`src/rtl/k_and_s_pkg.sv`:
```
// Shared types and default widths for the K&S processor memory subsystem.
// The owner enum doubles as the RAM arbiter FSM state (OWN_NONE is its idle state).
package k_and_s_pkg;

  localparam int RAM_ADDR_W = 8;
  localparam int RAM_DATA_W = 16;

  typedef enum logic [1:0] {
    OWN_NONE,
    OWN_CPU,
    OWN_HOST
  } arb_owner_t;

endpackage : k_and_s_pkg

```
`src/rtl/ram_arbiter.sv`:
```
// Round-robin arbiter sharing the single-port K&S RAM between the CPU datapath and
// the host port; same-cycle grant, one-cycle registered read-valid return.
module ram_arbiter
  import k_and_s_pkg::*;
#(
  parameter int ADDR_W    = RAM_ADDR_W,
  parameter int DATA_W    = RAM_DATA_W,
  parameter int MAX_BURST = 4
) (
  input  logic              clk,
  input  logic              rst_n,

  input  logic              cpu_req,
  input  logic              cpu_we,
  input  logic [ADDR_W-1:0] cpu_addr,
  input  logic [DATA_W-1:0] cpu_wdata,
  output logic              cpu_gnt,
  output logic              cpu_rvalid,
  output logic [DATA_W-1:0] cpu_rdata,

  input  logic              host_req,
  input  logic              host_we,
  input  logic [ADDR_W-1:0] host_addr,
  input  logic [DATA_W-1:0] host_wdata,
  output logic              host_gnt,
  output logic              host_rvalid,
  output logic [DATA_W-1:0] host_rdata,

  output logic [ADDR_W-1:0] ram_addr,
  output logic              ram_we,
  output logic [DATA_W-1:0] ram_wdata,
  input  logic [DATA_W-1:0] ram_rdata
);

  localparam int              CNT_W   = $clog2(MAX_BURST + 1);
  localparam logic [CNT_W-1:0] CNT_MAX = CNT_W'(MAX_BURST);
  localparam logic [CNT_W-1:0] CNT_ONE = CNT_W'(1);

  arb_owner_t       state_q, state_d;
  arb_owner_t       last_q, last_d;
  logic [CNT_W-1:0] burst_cnt_q, burst_cnt_d;
  logic             cpu_rvalid_q, cpu_rvalid_d;
  logic             host_rvalid_q, host_rvalid_d;
  logic             win_cpu, win_host;
  logic             burst_open;

  assign burst_open = (burst_cnt_q < CNT_MAX);

  // NOTE: every variable assigned here gets a default first, so no path leaves
  // one unassigned and no latch is inferred.
  always_comb begin
    win_cpu  = 1'b0;
    win_host = 1'b0;
    unique case (state_q)
      OWN_CPU: begin
        if (cpu_req && (burst_open || !host_req)) win_cpu  = 1'b1;
        else if (host_req)                        win_host = 1'b1;
      end
      OWN_HOST: begin
        if (host_req && (burst_open || !cpu_req)) win_host = 1'b1;
        else if (cpu_req)                         win_cpu  = 1'b1;
      end
      default: begin
        // Contention from idle goes to whoever was not served last.
        if (cpu_req && host_req) begin
          if (last_q == OWN_HOST) win_cpu  = 1'b1;
          else                    win_host = 1'b1;
        end else if (cpu_req) begin
          win_cpu = 1'b1;
        end else if (host_req) begin
          win_host = 1'b1;
        end
      end
    endcase
  end

  // Grants are forced low while reset is held, even though they are combinational.
  assign cpu_gnt  = rst_n & win_cpu;
  assign host_gnt = rst_n & win_host;

  always_comb begin
    state_d       = OWN_NONE;
    burst_cnt_d   = '0;
    last_d        = last_q;
    cpu_rvalid_d  = 1'b0;
    host_rvalid_d = 1'b0;
    if (win_cpu) begin
      state_d      = OWN_CPU;
      last_d       = OWN_CPU;
      cpu_rvalid_d = !cpu_we;
      if (state_q == OWN_CPU) burst_cnt_d = burst_open ? burst_cnt_q + CNT_ONE : burst_cnt_q;
      else                    burst_cnt_d = CNT_ONE;
    end else if (win_host) begin
      state_d       = OWN_HOST;
      last_d        = OWN_HOST;
      host_rvalid_d = !host_we;
      if (state_q == OWN_HOST) burst_cnt_d = burst_open ? burst_cnt_q + CNT_ONE : burst_cnt_q;
      else                     burst_cnt_d = CNT_ONE;
    end
  end

  // NOTE: sequential state uses non-blocking assignments so every register samples
  // the pre-edge values of the others, independent of block evaluation order.
  always_ff @(posedge clk or negedge rst_n) begin
    if (!rst_n) begin
      state_q       <= OWN_NONE;
      last_q        <= OWN_HOST;
      burst_cnt_q   <= '0;
      cpu_rvalid_q  <= 1'b0;
      host_rvalid_q <= 1'b0;
    end else begin
      state_q       <= state_d;
      last_q        <= last_d;
      burst_cnt_q   <= burst_cnt_d;
      cpu_rvalid_q  <= cpu_rvalid_d;
      host_rvalid_q <= host_rvalid_d;
    end
  end

  assign ram_we    = (cpu_gnt & cpu_we) | (host_gnt & host_we);
  assign ram_addr  = host_gnt ? host_addr  : cpu_addr;
  assign ram_wdata = host_gnt ? host_wdata : cpu_wdata;

  assign cpu_rvalid  = cpu_rvalid_q;
  assign host_rvalid = host_rvalid_q;
  assign cpu_rdata   = ram_rdata;
  assign host_rdata  = ram_rdata;

endmodule : ram_arbiter

```
`config.mk`:
```
export PLATFORM = sky130hd
export DESIGN_NAME = ram_arbiter
export DESIGN_NICKNAME = d
export VERILOG_FILES = /design/src/rtl/k_and_s_pkg.sv /design/src/rtl/ram_arbiter.sv
export SDC_FILE = /design/constraint.sdc
export NUM_CORES = 1
export LEC_CHECK = 0
export CORE_MARGIN = 3
export CORE_UTILIZATION = 25
export CTS_CLUSTER_DIAMETER = 200
export DETAILED_ROUTE_END_ITERATION = 10
export MAX_ROUTING_LAYER = met4
export PLACE_DENSITY = 0.75
export SLEW_MARGIN = 20
export SYNTH_ARGS = -nofsm -noshare
export SYNTH_HDL_FRONTEND = slang
export SYNTH_SLANG_ARGS = --single-unit
```
`constraint.sdc`:
```
create_clock -name clk -period 2.2 [get_ports clk]
set_input_delay 0.33 -clock clk [delete_from_list [all_inputs] [get_ports clk]]
set_output_delay 0.33 -clock clk [all_outputs]
set_load 0.02 [all_outputs]
```
# Word-level counts from Yosys, hierarchy flattened
# Cells that the tools add are included.
# op_classes
n_mul	0
n_lt_le_gt_ge	1
mux	27
n_bitwise	5
n_reduce_logical	10
eq_ne	3
n_addsub	1
n_shift	0
div	0
# ops
op	count
16-bit two-way mux	1
3-bit two-way mux	5
1-bit two-way mux	14
2-bit two-way mux	4
8-bit two-way mux	1
1-bit AND	4
2-bit == test, second input constant	2
1-bit zero test	4
1-bit case mux with 2 select lines	2
3-bit by 1-bit adder with 3-bit output, second input constant	1
1-bit logical AND	3
3-bit < comparator, second input constant	1
2-bit by 1-bit == test with 1-bit output, second input constant	1
1-bit logical OR	2
2-bit nonzero test	1
1-bit bitwise OR	1
# word_totals
romBits	0
latch_bits	0
register_bits	9
mem_bits_rw	0
memories	0
input_bits	70

# Logic depth before layout (Yosys ltp)
# Gate-level depths: netlist of the first run.
# depth
depth_word	8
mapped_depth	8
mapped_depth_nobuf	7

# Worst setup path before layout of the first run
# Ideal clock, no wire load.
# synth_path
path_type	register -> output
startpoint	register state_q[0]
endpoint	output port ram_we
n_path_buf	1
path_stages_with_launch	9
path_slack_ps	-207
arrival_time_ps	2077
cell_sequence	dfrtp_1 -> inv_1 -> ha_1 -> and4b_1 -> a2111oi_4 -> nand2_4 -> buf_6 -> inv_1 -> a22o_1
# synth_via
elab_chain_len	5
word_cells_on_any_way	9
# synth_rtl
item	line	text
from (decl)	ram_arbiter.sv:39	arb_owner_t state_q, state_d;
from (signal assigned)	ram_arbiter.sv:112	state_q <= state_d;
2-bit == test / 2-bit by 1-bit == test with 1-bit output (equally long branches)	ram_arbiter.sv:54	unique case (state_q)
1-bit case mux with 2 select lines (*)	ram_arbiter.sv:54	
1-bit AND (*)	ram_arbiter.sv:79	assign host_gnt = rst_n & win_host;
net host_gnt	ram_arbiter.sv:25	output logic host_gnt,
1-bit AND (*)	ram_arbiter.sv:120	assign ram_we = (cpu_gnt & cpu_we) | (host_gnt & host_we);
1-bit bitwise OR (*)	ram_arbiter.sv:120	
to (decl)	ram_arbiter.sv:30	output logic ram_we,
# Mark *: on every way through the listed nets, which the timed path passes. The rest lies on a longest branch.

# Worst setup path in the final report of the first run
# layout_path
startpoint	register state_q[0]
endpoint	output port ram_wdata[1]
# layout_via
elab_chain_len	4
word_cells_on_any_way	5
# layout_rtl
item	line	text
2-bit == test / 2-bit by 1-bit == test with 1-bit output (equally long branches)	ram_arbiter.sv:54	
1-bit case mux with 2 select lines (*)	ram_arbiter.sv:54	
1-bit AND (*)	ram_arbiter.sv:79	
16-bit two-way mux (*)	ram_arbiter.sv:122	assign ram_wdata = host_gnt ? host_wdata : cpu_wdata;
to (decl)	ram_arbiter.sv:31	output logic [DATA_W-1:0] ram_wdata,
# Mark *: on every way between the ends. The rest lies on a longest branch, timed or not.

==> flow_summary.yaml, run 1 <==
sta:
  slew_violations: 0
  finalHoldViolCount: 0
  finalClockSkew_ps: 5.19
  setup_slack_ps: -397
  fmax_mhz: 385
  min_period_over_period_pct: 118
  tightest_slew_ps: 444
  maxSlewHeadroom_pct: 70.2
  fin_crit_ps: 2600
  timing.hold.ws_ps: 563
  setup_viol: 27
  fin_tns_setup_ps: -9240
  rsz0062_at_grt: "yes"
logic_synthesis:
  synth_top_family_by_area: "multiplexers"
  syn_nets: 186
  muxShareOfSynthArea_pct: 32.7
  synth_xor_xnor_area_share_pct: 0.749
  seq_area_frac_synth_pct: 19.4
  avgSynthCellArea_um2: 10.3
  synthCells: 113
  synth-seq-cells: 9
  ys.warnings.count: 0
  synthSimpleGateAreaFrac_pct: 10.1
  synthAdderAreaFrac_pct: 3.21
  ys_types: 31
  syn_area_um2: 1170
  synth_compound_area_share_pct: 8.14
pwr:
  ir_drop_mv: 0.316
  cellLeakagePower_nw: 1.04
  power.density_nw_per_um2: 909
drt:
  vias: 1069
  via_per_inst: 4.33
  dr.pass1.iters: 4
  ant_nets: 0
  drc: 0
  detail_route.iter0.violations: 66
  drt-total-wl_um: 3840
  wl_per_cell_um: 15.6
final_layout:
  area_growth_pct: 90.5
  fin_area_um2: 2230
  nets: 269
  num_antenna_cells: 0
  num-fill-cells: 381
  post-route-util_pct: 50.1
  drive_gt1_share_pct: 52.3
  layout_commonest_cell: "clkdlybuf4s50_1"
  final_cell_mix: "55 x clkdlybuf4s50_1, 29 x buf_6, 23 x buf_4, 21 x mux2_4, 8 x dfrtp_1"
outcome:
  outcome: "finished with violations"
  violations: "negative setup slack"
clock_network:
  clkTransAtPathRegs_ps: 40
  clock_latency_ps: 230
  clockBufferDepth: 2
  clock_sinks: 9
  htreeDepth: 1
  cts_tree: "yes"
  clock-root-buffer: "clkbuf_8"
  numCtsBuffers: 3
setup_path:
  worstSetupStartpointType: "flip-flop"
  cp.required_ps: 1870
  path_class: "flip-flop to primary output"
  cp_slowest_stage_delay_ps: 380
  worstRegToRegCells: 8
  arrival_ps: 2270
  path_cells: "inv_2, ha_4, and4b_2, a2111oi_4, nand2_4, buf_12, buf_4, mux2_4, buf_6"
  cp_max_fo: 8
  slowest_stage: "dfrtp_1"
  end_kind: "primary output"
floorplan:
  die_h_um: 74.4
  fp.dieW_um: 74.4
  io_pins: 131
  dieArea_um2: 5530
  rows: 24
  core_um2: 4440
  initial_core_util_pct: 26.3
job:
  maxCapViolations: 0
min_path:
  hold_depth: 2
  hp-class: "flip-flop to flip-flop"
grt:
  antenna_found_initial: 0
  grt_pass1_vias: 1061
  grt_max_degree: 10
  grt_remaining_overflow: 0
  grt_use_total_pct: 12.4
  grt_pass1_wl_um: 5110
placement:
  port_buffers: 82
  gp_congestion: 0.783
  dp_hpwl_um: 3010
  dpl_cell_area_um2: 1950
-- state kept, by name, summed over array words and instances, names as in the netlist --
name         cells
host_rvalid      1
cpu_rvalid       1
burst_cnt_q      3
state_q          2
last_q           2
-- kinds of logic after synthesis --
family | after synthesis
compound gates | 10
flops | 9
mux | 28
fa+ha+maj | 3
simple gates | 20
xor+xnor | 1
buf+inv | 42
-- timing repair --
action	in CTS	in global routing
hold endpoints to repair	0	0
setup endpoints to repair	27	27
setup buffers	13	2
pin swaps	2	1
hold buffers	0	0
resized for setup	155	22
-- cell type report --
class | instances | area (µm²) | share of cell area, %
Inverter | 6 | 26.3 | 1.18
Tap cell | 52 | 65.1 | 2.92
Sequential cell | 9 | 226 | 10.2
Multi-Input combinational cell | 62 | 723 | 32.5
Timing Repair Buffer | 114 | 1140 | 51.2
Clock buffer | 4 | 45.0 | 2.02
-- cells in the mapped netlist --
cell        n  area (µm²)
a21oi_1     1        5.00
a22o_1      1        8.76
nand2_1     2        7.51
nor2b_1     2        12.5
mux2_2      5        56.3
o21ai_0     1        5.00
nand2b_1    3        18.8
mux2i_1     4        40.0
a211oi_1    1        7.51
and2_1      1        6.26
o211ai_1    1        7.51
a2111oi_4   1        27.5
nor2_1      5        18.8
xor2_1      1        8.76
a41oi_1     1        8.76
nand2_4     1        11.3
a21o_1      1        7.51
nor3_1      2        10.0
buf_6       3        33.8
mux2_4     19         285
dfstp_2     1        26.3
inv_1       6        22.5
nor4b_1     1        8.76
buf_4      32         240
buf_2       1        5.00
ha_1        3        37.5
and4b_1     1        10.0
a311oi_1    2        17.5
nand3b_1    1        7.51
dfrtp_1     8         200
and3_1      1        6.26
-- per-layer routing --
| metal | share of wire, % | vias to the layer above | GRT usage (%) |
|---|---|---|---|
| li1 | - | 524 | - |
| met1 | 40 | 503 | 15.2 |
| met2 | 54 | 36 | 19.8 |
| met3 | 4.6 | 6 | 2.16 |
| met4 | 1.3 | 0 | 5.34 |
| met5 | 0 | - | - |
-- critical path: cells and delay by family, from the launching register on --
family                     cells  cell delay, ps
buffers and inverters          4             490
DFF                            1             380
and+or+nand+nor                2             350
muxes                          1             300
AOI/OAI and AO/OA              1             290
adders and majority gates      1             210
-- through the flow --
stage          worst slack, ps  instances  power (W)
2_1_floorplan            -56.5        113    0.00106
3_3_place_gp              -601        229    0.00153
3_5_place_dp              -608        229    0.00155
4_1_cts                   -415        246    0.00195
5_1_grt                   -463        247    0.00214
6_report                  -397        247    0.00202
-- path summary, 6_finish.rpt --
kind                            startpoint             end  slack (ps)
worst max-delay path            state_q[0]    ram_wdata[1]        -400
worst min-delay path             last_q[0]       last_q[0]         560
worst max register to register  state_q[0]  burst_cnt_q[0]         170
worst min register to register   last_q[0]       last_q[0]         560
max in group asynchronous            rst_n       last_q[1]        1380
min in group asynchronous            rst_n  burst_cnt_q[0]         600
-- power by group --
group | total [W] | internal, W | switching (W)
combinational | 0.00157 | 0.000911 | 0.000664
clock | 0.000181 | 0.000125 | 0.0000558
sequential | 0.000267 | 0.000233 | 0.0000341
total | 0.00202 | 0.00127 | 0.000754
(Power assumes the default switching activity.)
==> run 2, diff against run 1 <==
--- a/config.mk
+++ b/config.mk
@@ -5,6 +5,7 @@
 export SDC_FILE = /design/constraint.sdc
 export NUM_CORES = 1
 export LEC_CHECK = 0
+export CAP_MARGIN = 20
 export CORE_MARGIN = 3
 export CORE_UTILIZATION = 25
 export CTS_CLUSTER_DIAMETER = 200
==> constraint.sdc (replaced) <==
create_clock -name clk -period 2.2 [get_ports clk]
set_input_delay 0.33 -clock clk [delete_from_list [all_inputs] [get_ports clk]]
set_output_delay 0.33 -clock clk [all_outputs]
set_load 0.005 [all_outputs]
==> flow_summary.yaml, run 2 (same netlist as run 1, synthesis figures left out) <==
final_layout:
  nets: 262
  largest_reg_flops: 3
  drive_gt1_share_pct: 50.0
  fin_area_um2: 2060
  regArea_um2: 226
  post-route-util_pct: 46.3
  multiInputGateArea_um2: 722
  layout_commonest_cell: "clkdlybuf4s50_1"
  top_register: "burst_cnt_q"
  final_cell_mix: "55 x clkdlybuf4s50_1, 21 x buf_4, 19 x mux2_4, 18 x clkbuf_2, 8 x dfrtp_1"
  top_regs: "burst_cnt_q: 3 flops, last_q: 2 flops, state_q: 2 flops"
  num-fill-cells: 410
  area_growth_pct: 76.1
  num_antenna_cells: 0
grt:
  grt_pass1_vias: 1015
  grt_max_degree: 14
  antenna_found_initial: 0
  grt_use_total_pct: 12.3
  grt_remaining_overflow: 0
  grt_pass1_wl_um: 5070
pwr:
  power_w: 0.00181
  ir_drop_mv: 0.322
  power.density_nw_per_um2: 880
  cellLeakagePower_nw: 0.982
setup_path:
  worstRegToRegCells: 10
  cpMostUsedCell: "buf_6"
  path_buf_inv: 3
  worstSetupStartpointType: "flip-flop"
  cp_max_fo: 7
  slowest_stage: "dfrtp_1"
  arrival_ps: 2270
  cp.required_ps: 1870
  cp_slowest_stage_delay_ps: 410
  r2r-end: "burst_cnt_q[0]"
  end_kind: "primary output"
  path_cells: "ha_4, nor2b_4, a2111oi_4, nand2_4, buf_12, buf_6, mux2_4, buf_6"
  path_class: "flip-flop to primary output"
  cp_top_family: "flip-flops"
  rr_startpoint: "state_q[0]"
  reg2reg_slack_ps: 70
floorplan:
  dieArea_um2: 5530
  die_h_um: 74.4
  fp.dieW_um: 74.4
  rows: 24
  io_pins: 131
  core_um2: 4440
  initial_core_util_pct: 26.3
min_path:
  min_from: "last_q[0]"
  hold_depth: 2
  hp-class: "flip-flop to flip-flop"
  min_to: "last_q[0]"
clock_network:
  clkTransAtPathRegs_ps: 50
  clockBufferDepth: 2
  numCtsBuffers: 3
  clock_sinks: 9
  htreeDepth: 1
  clock-root-buffer: "clkbuf_8"
  cts_tree: "yes"
  clock_latency_ps: 230
sta:
  finalClockSkew_ps: 6.03
  tightest_slew_ps: 496
  fin_crit_ps: 2600
  maxSlewHeadroom_pct: 66.7
  slew_violations: 0
  setup_viol: 27
  min_period_over_period_pct: 118
  finalHoldViolCount: 0
  rsz0062_at_grt: "yes"
  fmax_mhz: 385
  setup_slack_ps: -396
drt:
  dr.pass1.iters: 4
  via_per_inst: 4.34
  ant_nets: 0
  detail_route.iter0.violations: 33
  drc: 0
  vias: 1041
  drt-total-wl_um: 3660
  wl_per_cell_um: 15.2
outcome:
  violations: "negative setup slack"
  outcome: "finished with violations"
placement:
  port_buffers: 82
  gp_congestion: 0.774
  dpl_cell_area_um2: 1920
  dp_hpwl_um: 2730
  dp_slack_ps: -495
job:
  maxCapViolations: 0
run 2: cell count changes in the layout (fill, tap and decap cells not counted), sizes merged:
cell,change
dlygate4sd2,+1
inv,+1
clkinvlp,-1
buf,-26
clkbuf,+18
run 2: worst reg2reg max path: stages, from the launching register on:
cell,delay [ps]
dfrtp_1,380
buf_4,140
ha_4,160
buf_4,160
nor4b_4,280
a311oi_2,80
buf_4,160
buf_4,130
and2_1,160
buf_12,150
a311oi_2,240
run 2: worst max path at each step:
| stage | startpoint | end | slack, ps | cells past startpoint |
|---|---|---|---|---|
| final | state_q[1] | ram_wdata[3] | -400 | 8 |
| after global routing | state_q[1] | ram_wdata[3] | -470 | 8 |
| after CTS | state_q[1] | ram_addr[6] | -430 | 7 |
| after detailed placement | cpu_req | ram_addr[4] | -490 | 7 |
| after global placement | cpu_req | ram_addr[4] | -470 | 7 |
| after floorplan | state_q[0] | ram_addr[3] | 60 | 7 |
run 2: per-layer routing:
metal  track usage, %  vias up  part of all wire [%]
met5                -        -                     0
met4             4.94        0                  0.90
met3             2.97        4                   7.4
met2             18.6       34                    50
met1             15.8      495                    41
li1                 -      508                     -
run 2: power breakdown:
group / switching, W / internal [W] / total (W)
clock: 0.0000605 / 0.000126 / 0.000186
sequential: 0.0000340 / 0.000232 / 0.000267
combinational: 0.000528 / 0.000830 / 0.00136
total: 0.000622 / 0.00119 / 0.00181
run 2: stage by stage:
step	instances	setup TNS, ps	hold slack [ps]
floorplan	113	0	34.4
detailed placement	227	-12410	583
global route	240	-9350	611
global placement	227	-11790	563
finish	240	-7320	590
CTS	237	-8430	596
run 2: area by class of cell:
type	count	share of cell area, %
timing repair buffer	107	47.5
clock buffer	4	2.19
sequential	9	11.0
inverter	6	1.09
tap	52	3.16
multi-input combinational	62	35.1
run 2: repair_timing:
item,in CTS,in global routing
hold buffers,0,0
setup buffers,5,2
cloned,1,1
gates resized for setup,83,24
endpoints found under the setup margin,27,29
pin swaps,4,3
==> run 3, diff against run 2 <==
--- a/config.mk
+++ b/config.mk
@@ -7,11 +7,11 @@
 export LEC_CHECK = 0
 export CAP_MARGIN = 20
 export CORE_MARGIN = 3
-export CORE_UTILIZATION = 25
+export CORE_UTILIZATION = 30
 export CTS_CLUSTER_DIAMETER = 200
 export DETAILED_ROUTE_END_ITERATION = 10
 export MAX_ROUTING_LAYER = met4
-export PLACE_DENSITY = 0.75
+export PLACE_DENSITY = 0.84
 export SLEW_MARGIN = 20
 export SYNTH_ARGS = -nofsm -noshare
 export SYNTH_HDL_FRONTEND = slang
==> constraint.sdc (replaced) <==
create_clock -name clk -period 3 [get_ports clk]
set_input_delay 0.45 -clock clk [delete_from_list [all_inputs] [get_ports clk]]
set_output_delay 0.45 -clock clk [all_outputs]
set_load 0.005 [all_outputs]
==> flow_summary.yaml, run 3 (same netlist as run 1, synthesis figures left out) <==
min_path:
  hp-class: "flip-flop to flip-flop"
  min_to: "last_q[1]"
  hold_depth: 2
  min_from: "last_q[1]"
sta:
  tightest_slew_ps: 460
  slew_violations: 0
  min_period_over_period_pct: 97.0
  setup_viol: 0
  finalHoldViolCount: 0
  fin_crit_ps: 2910
  timing.hold.ws_ps: 515
  rsz0062_at_grt: "no"
  finalClockSkew_ps: 0.523
  maxSlewHeadroom_pct: 69.2
  fmax_mhz: 344
setup_path:
  path_class: "input port to primary output"
  path_cells: "clkdlybuf4s50_1, and4b_2, a2111oi_4, nand2_4, buf_8, buf_4, mux2_4, dlygate4sd2_1"
  cp_max_fo: 7
  end_kind: "primary output"
  cp.required_ps: 2550
  path_buf_inv: 4
  reg2reg_slack_ps: 1000
  arrival_ps: 2460
  cp_top_family: "buffers and inverters"
  worstSetupStartpointType: "input port"
  worstRegToRegCells: 9
  r2r-end: "burst_cnt_q[0]"
  slowest_stage: "clkdlybuf4s50_1"
  cp_slowest_stage_delay_ps: 440
  rr_startpoint: "state_q[0]"
pwr:
  ir_drop_mv: 0.201
  cellLeakagePower_nw: 0.934
  power.density_nw_per_um2: 588
floorplan:
  initial_core_util_pct: 31.4
  die_h_um: 68.4
  dieArea_um2: 4680
  core_um2: 3720
  io_pins: 131
  fp.dieW_um: 68.4
  rows: 22
final_layout:
  top_register: "burst_cnt_q"
  fin_area_um2: 1950
  final_cell_mix: "56 x clkdlybuf4s50_1, 22 x dlygate4sd2_1, 19 x mux2_4, 11 x buf_4, 8 x dfrtp_1"
  drive_gt1_share_pct: 27.3
  largest_reg_flops: 3
  num-fill-cells: 334
  num_antenna_cells: 0
  nets: 250
  layout_commonest_cell: "clkdlybuf4s50_1"
  area_growth_pct: 66.5
  top_regs: "burst_cnt_q: 3 flops, last_q: 2 flops, state_q: 2 flops"
grt:
  antenna_found_initial: 0
  grt_max_degree: 19
  grt_remaining_overflow: 0
  grt_pass1_vias: 970
  grt_pass1_wl_um: 4760
  grt_use_total_pct: 14.4
drt:
  vias: 967
  via_per_inst: 4.32
  wl_per_cell_um: 15.2
  detail_route.iter0.violations: 30
  drc: 0
  ant_nets: 0
  drt-total-wl_um: 3410
  dr.pass1.iters: 4
clock_network:
  clockBufferDepth: 2
  clock_sinks: 9
  clock_latency_ps: 230
  numCtsBuffers: 3
  clkTransAtPathRegs_ps: 40
  clock-root-buffer: "clkbuf_8"
  htreeDepth: 1
  cts_tree: "yes"
outcome:
  outcome: "complete, no violations"
placement:
  dpl_cell_area_um2: 1830
  gp_congestion: 0.831
  port_buffers: 82
  dp_hpwl_um: 2730
job:
  maxCapViolations: 0
run 3: cell count changes in the layout (fill, tap and decap cells not counted), sizes merged:
cell,previous run,this run
buf,32,13
clkbuf,23,4
clkdlybuf4s50,55,56
dlygate4sd2,1,22
dlymetal6s2s,0,4
run 3: through the flow:
stage                     instances  util [%]  setup slack, ps  power (W)  setup TNS (ps)
final                           224      52.4             91.2    0.00114               0
after global routing            224      52.4             9.43    0.00123               0
after CTS                       224      52.1            0.639    0.00115               0
after detailed placement        213      49.2            -38.4   0.000948            -591
after global placement          213      49.2             15.7   0.000934               0
after floorplan                 113         -              617   0.000645               0
run 3: how the worst max path moves through the flow:
stage	start	to	slack [ps]	cells past startpoint
global placement	cpu_req	ram_wdata[0]	20	7
CTS	state_q[1]	ram_wdata[14]	0.6	8
global route	state_q[0]	ram_wdata[12]	9	9
detailed placement	cpu_req	ram_wdata[6]	-40	7
floorplan	state_q[0]	ram_addr[3]	620	7
finish	cpu_req	ram_wdata[12]	90	8
run 3: layout make-up:
class / instances / area (µm²) / area share, %
Tap cell: 48 / 60.1 / 3.09
Timing Repair Buffer: 95 / 921 / 47.3
Multi-Input combinational cell: 62 / 671 / 34.5
Clock buffer: 4 / 45.0 / 2.32
Sequential cell: 9 / 226 / 11.6
Inverter: 6 / 22.5 / 1.16
run 3: per-layer routing:
layer / global-route usage (%) / up-vias / part of all wire (%)
met5: - / - / 0
met4: 7.44 / 0 / 1.9
met3: 3.61 / 7 / 8.4
met2: 23.2 / 34 / 53
met1: 16.2 / 441 / 36
li1: - / 485 / -
run 3: what timing repair did:
item                                    4_1_cts  5_1_grt
endpoints found under the setup margin       26        6
buffers inserted                              7        0
gates resized for setup                      29        6
pin swaps                                     3        3
hold buffers                                  0        0
run 3: tightest hold or removal path, stage by stage (launching register included):
cell,delay (ps)
dfstp_2,370
nor2_1,100
nor2_1,40
run 3: where the power goes:
part	internal [W]	switching, W
Sequential	0.000171	0.0000308
Combinational	0.000489	0.000315
Clock	0.0000925	0.0000471
Total	0.000752	0.000393
==> RTL change 1 (settings of run 1) <==
The 3 values of `arb_owner_t` get a one-hot encoding in 3 bits.
--- a/src/rtl/k_and_s_pkg.sv
+++ b/src/rtl/k_and_s_pkg.sv
@@ -5,10 +5,10 @@
   localparam int RAM_ADDR_W = 8;
   localparam int RAM_DATA_W = 16;
 
-  typedef enum logic [1:0] {
-    OWN_NONE,
-    OWN_CPU,
-    OWN_HOST
+  typedef enum logic [2:0] {
+    OWN_NONE = 3'b001,
+    OWN_CPU  = 3'b010,
+    OWN_HOST = 3'b100
   } arb_owner_t;
 
 endpackage : k_and_s_pkg
Formal check against the unedited RTL: same outputs for any inputs over 10 cycles, from zero or initial values and one cycle with rst_n low; not proved beyond that.
==> RTL change 1 against run 1 <==
The flow still finishes with violations (setup timing). Largest cell class unchanged. Synthesized area rose by 2.0%. Cell area fell by 7.7%. Critical endpoint is now ram_wdata[8]. Highest routed layer unchanged. Setup slack improved by 0.18 ns. Non-clock buffer count fell by 14. Wire length rose by 2.0%. Sequential cell count rose by 1. Hold slack got worse by 0.12 ns. Critical path type unchanged. Utilization fell by 4.2 points.
Power is not compared: it rests on default switching activity, and its combinational part moved more than twofold at a synthesized area within 25%.
==> RTL change 1: results (changes against run 1) <==
outcome: complete, but fails checks
failing checks: setup timing
final worst clock skew: 0.001514 ns (-0.003672 ns)
slew at the pin closest to its max-slew limit: 0.4965 ns (+0.05255 ns)
class of the most critical hold timing path: input port to async pin
synthesized area divided by synthesized cell count: 10.19 um^2 (-1.5%)
Top Registers: burst_cnt_q (3), state_q (3), last_q (2)
Reg2Reg Launch Point: burst_cnt_q[2]
hold buffers post-CTS: 0 (unchanged)
most frequent cells after synthesis: sky130_fd_sc_hd__buf_4, sky130_fd_sc_hd__mux2_4, sky130_fd_sc_hd__dfrtp_1
number of DRC markers after the initial detailed-route iteration: 22 (-67%)
worst-case setup margin in the final layout: -0.2186 ns (+0.1788 ns)
placed wire-length estimate: 3.021 mm (+0.35%)
placed cells: 230 (+0.44%)
vias in the first global route: 1116 (+5.2%)
Filler cells: 410 (+7.6%)
non-filler instance count after layout: 236 (-4.5%)
Final GP Congestion: 0.9078 (+16%)
share of post-route cells with drive strength above 1: 42.93% (-9.4 points)
FF-to-FF setup slack: 0.40 ns (+0.23 ns)
Final TNS setup: -4.898 ns (+4.344 ns)
GRT Overall Usage: 13.34% (+0.98 points)
maximum fanout along the worst path: 7 (-1)
first-pass GRT wire length: 5.437 mm (+6.4%)
total power consumption of the routed design: 1.014 mW
worst-case reg-to-reg path depth: 5 (-3)
total length of routed wires: 3.920 mm (+2.0%)
post-synthesis cell type count: 33 (+6.5%)
final layout net count: 256 (-4.8%)
share of synthesized area occupied by flip-flops and latches: 21.20% (+1.8 points)
placed cell areas: 0.001919 mm^2 (-1.5%)
# setup viols final: 24 (-11%)
==> RTL change 1: layout make-up <==
class                   count  area share, %
clock buffers               4          2.680
repair buffers            100          48.36
inverters                   3         0.5481
flip-flops and latches     10          12.30
multi-input cells          67          32.95
well taps                  52          3.167
==> RTL change 1: cell families (layout without fill, tap and decap cells) <==
family                     Yosys count  count (layout)  share of synthesized area, %
muxes                               25              25                         29.49
DFF                                 10              10                         21.20
xor gates and xnor gates             2               2                         1.469
adders and majority gates            1               1                         1.049
AOI/OAI and AO/OA                   19              19                         12.59
and+or+nand+nor                     20              20                         8.815
buffers and inverters               40             107                         25.39
==> RTL change 1: layer usage <==
layer	vias up	wire [um]	track usage (%)
met1	495	1328	12.39
met2	77	2001	24.76
met4	0	78	4.150
met3	12	511	5.340
li1	509	-	-
met5	-	0	-
==> RTL change 1: path summary, 6_finish.rpt <==
path                                       end
worst max register to register  burst_cnt_q[0]
worst max-delay path              ram_wdata[8]
worst min-delay path            burst_cnt_q[1]
worst min register to register       last_q[1]
min in group clk                     last_q[1]
max in group asynchronous           state_q[0]
==> RTL change 1: critical path, stage by stage, from the launching register on <==
cell,delay [ns]
sky130_fd_sc_hd__dfrtp_1,0.37
sky130_fd_sc_hd__or3b_1,0.36
sky130_fd_sc_hd__a21o_1,0.22
sky130_fd_sc_hd__a31oi_4,0.25
sky130_fd_sc_hd__buf_6,0.20
sky130_fd_sc_hd__mux2_4,0.32
sky130_fd_sc_hd__buf_6,0.13
==> RTL change 1: repair_timing <==
item	CTS	global route
gates cloned	2	0
gates resized for setup	151	20
endpoints found under the hold margin	0	0
setup endpoints to repair	27	27
buffers inserted	3	1
pin swaps	2	5
==> RTL change 2 (flow settings as in run 1) <==
Made on the original files. The parameter `MAX_BURST` goes from 4 to 2.
--- a/src/rtl/ram_arbiter.sv
+++ b/src/rtl/ram_arbiter.sv
@@ -5,7 +5,7 @@
 #(
   parameter int ADDR_W    = RAM_ADDR_W,
   parameter int DATA_W    = RAM_DATA_W,
-  parameter int MAX_BURST = 4
+  parameter int MAX_BURST = 2
 ) (
   input  logic              clk,
   input  logic              rst_n,
Check against the original RTL: not equivalent (Yosys sat finds a counterexample within 4 cycles, from zero or initial values and one cycle with rst_n low).
==> RTL change 2 against run 1 <==
The run still ends with setup timing left. Setup slack improved by 0.082 ns. Die area shrank 6.6%. Critical path type unchanged. Largest power group unchanged. Largest cell class unchanged. Synthesized area down 7.2%. Cell area down 15%. Sequential share of layout area is 0.47 points higher. Wire length shrank 21%. Sequential cell count shrank 1. Highest routed layer unchanged. Total power decreased by 12%.
==> RTL change 2: results (changes against run 1) <==
portion of total power attributed to sequential cells: 14.0% (+0.8 points)
leakage dissipation: 0.8797 nW (-16%)
outcome: complete, but fails checks
top cells by area in the synthesized netlist: sky130_fd_sc_hd__mux2_4, sky130_fd_sc_hd__buf_4, sky130_fd_sc_hd__dfrtp_1, sky130_fd_sc_hd__mux2_2, sky130_fd_sc_hd__ha_1
Final GP Congestion: 0.8418 (+7.5%)
post-synthesis cell type count: 30 (-3.2%)
power in sequential cells: 249 uW (-7%)
H-Tree Level Count: 1 (unchanged)
Top Registers: burst_cnt_q (2), last_q (2), state_q (2)
global-route met3 utilization: 3.647% (+1.5 points)
share of post-route cells with drive strength above 1: 48.85% (-3.5 points)
first-pass GRT wire length: 4.761 mm (-6.9%)
final worst clock skew: 0.008652 ns (+0.003466 ns)
final layout net count: 248 (-7.8%)
largest net degree at the start of global routing: 15 (+5)
maximum VDD drop: 0.0002962 V (-6.2%)
slew at the pin closest to its max-slew limit: 0.3894 ns (-0.05455 ns)
share of synthesized area occupied by flip-flops and latches: 18.57% (-0.81 points)
detailed-route wire length per cell: 13.54 um (-13%)
Filler cells: 384 (+0.79%)
FF-to-FF setup slack: 0.23 ns (+0.06 ns)
net count of the mapped netlist: 178 (-4.3%)
Reg2Reg Launch Point: state_q[1]
worst-case setup margin in the final layout: -0.3149 ns (+0.08246 ns)
vias in the first global route: 1081 (+1.9%)
# setup viols final: 26 (-3.7%)
Yosys warning total: 0 (unchanged)
ANT cells: 0 (unchanged)
GRT Overall Usage: 11.89% (-0.47 points)
switching component of the power: 712.4 uW (-5.5%)
Worst Path Arrival: 2.18 ns (-0.09 ns)
longest individual stage delay on the worst path: 0.41 ns (+0.03 ns)
maximum fanout along the worst path: 14 (+6)
Via density: 4.442 (+2.6%)
most frequent cells after synthesis: sky130_fd_sc_hd__buf_4, sky130_fd_sc_hd__mux2_4, sky130_fd_sc_hd__inv_1
class of the most critical hold timing path: input port to async pin
Combinational Power: 1.34 mW (-15%)
met1 Resource Use GR: 13.92% (-1.2 points)
failing checks: setup timing
family of cells with the greatest summed delay on the critical path: flip-flops
met2 demand-to-capacity share in global routing: 17.96% (-1.8 points)
crit path to: ram_addr[5]
number of DRC markers after the initial detailed-route iteration: 43 (-35%)
placed wire-length estimate: 2.538 mm (-16%)
-- RTL change 2: changes by cell type after synthesis, sizes merged, moves of 2 or more --
cell / run 1 / this run
a311oi: 2 / 0
inv: 6 / 8
nand2b: 3 / 1
nor2: 5 / 3
mux2i: 4 / 2
buf: 36 / 34
-- RTL change 2: layout make-up --
cell class	instances	area (um^2)	area share [%]
Clock buffer	4	45.04	2.379
Timing Repair Buffer	99	883.3	46.66
Inverter	8	33.78	1.785
Tap cell	50	62.56	3.305
Multi-Input combinational cell	55	666.9	35.23
Sequential cell	8	201.4	10.64
-- RTL change 2: routing by layer --
layer | wire length, um | vias to the layer above
li1 | - | 471
met1 | 1111 | 442
met2 | 1556 | 72
met3 | 279 | 10
met4 | 85 | 0
met5 | 0 | -
-- RTL change 2: through the flow --
stage	worst slack (ns)	TNS, ns	cell area (um^2)	cells	hold WS (ns)
2_1_floorplan	-0.01092	-0.1829	1139	105	0.03441
3_3_place_gp	-0.5790	-14.98	1882	217	0.4995
3_5_place_dp	-0.5898	-15.27	1882	217	0.5142
4_1_cts	-0.3097	-7.481	1878	223	0.5132
5_1_grt	-0.3752	-9.152	1893	224	0.5431
6_report	-0.3149	-7.644	1893	224	0.5072
-- RTL change 2: timing repair --
item / 4_1_cts / 5_1_grt
resized for setup: 127 / 3
setup endpoints to repair: 27 / 27
setup buffers: 2 / 1
pin swaps: 5 / 4
-- RTL change 2: cells by family (layout without fill, tap and decap cells) --
logic type	Yosys count	count (layout)	synth area share (%)
buffers and inverters	42	111	26.99
muxes	26	26	33.33
and+or+nand+nor	16	16	8.882
AOI/OAI and AO/OA	10	10	8.768
DFF	8	8	18.57
adders and majority gates	3	3	3.461
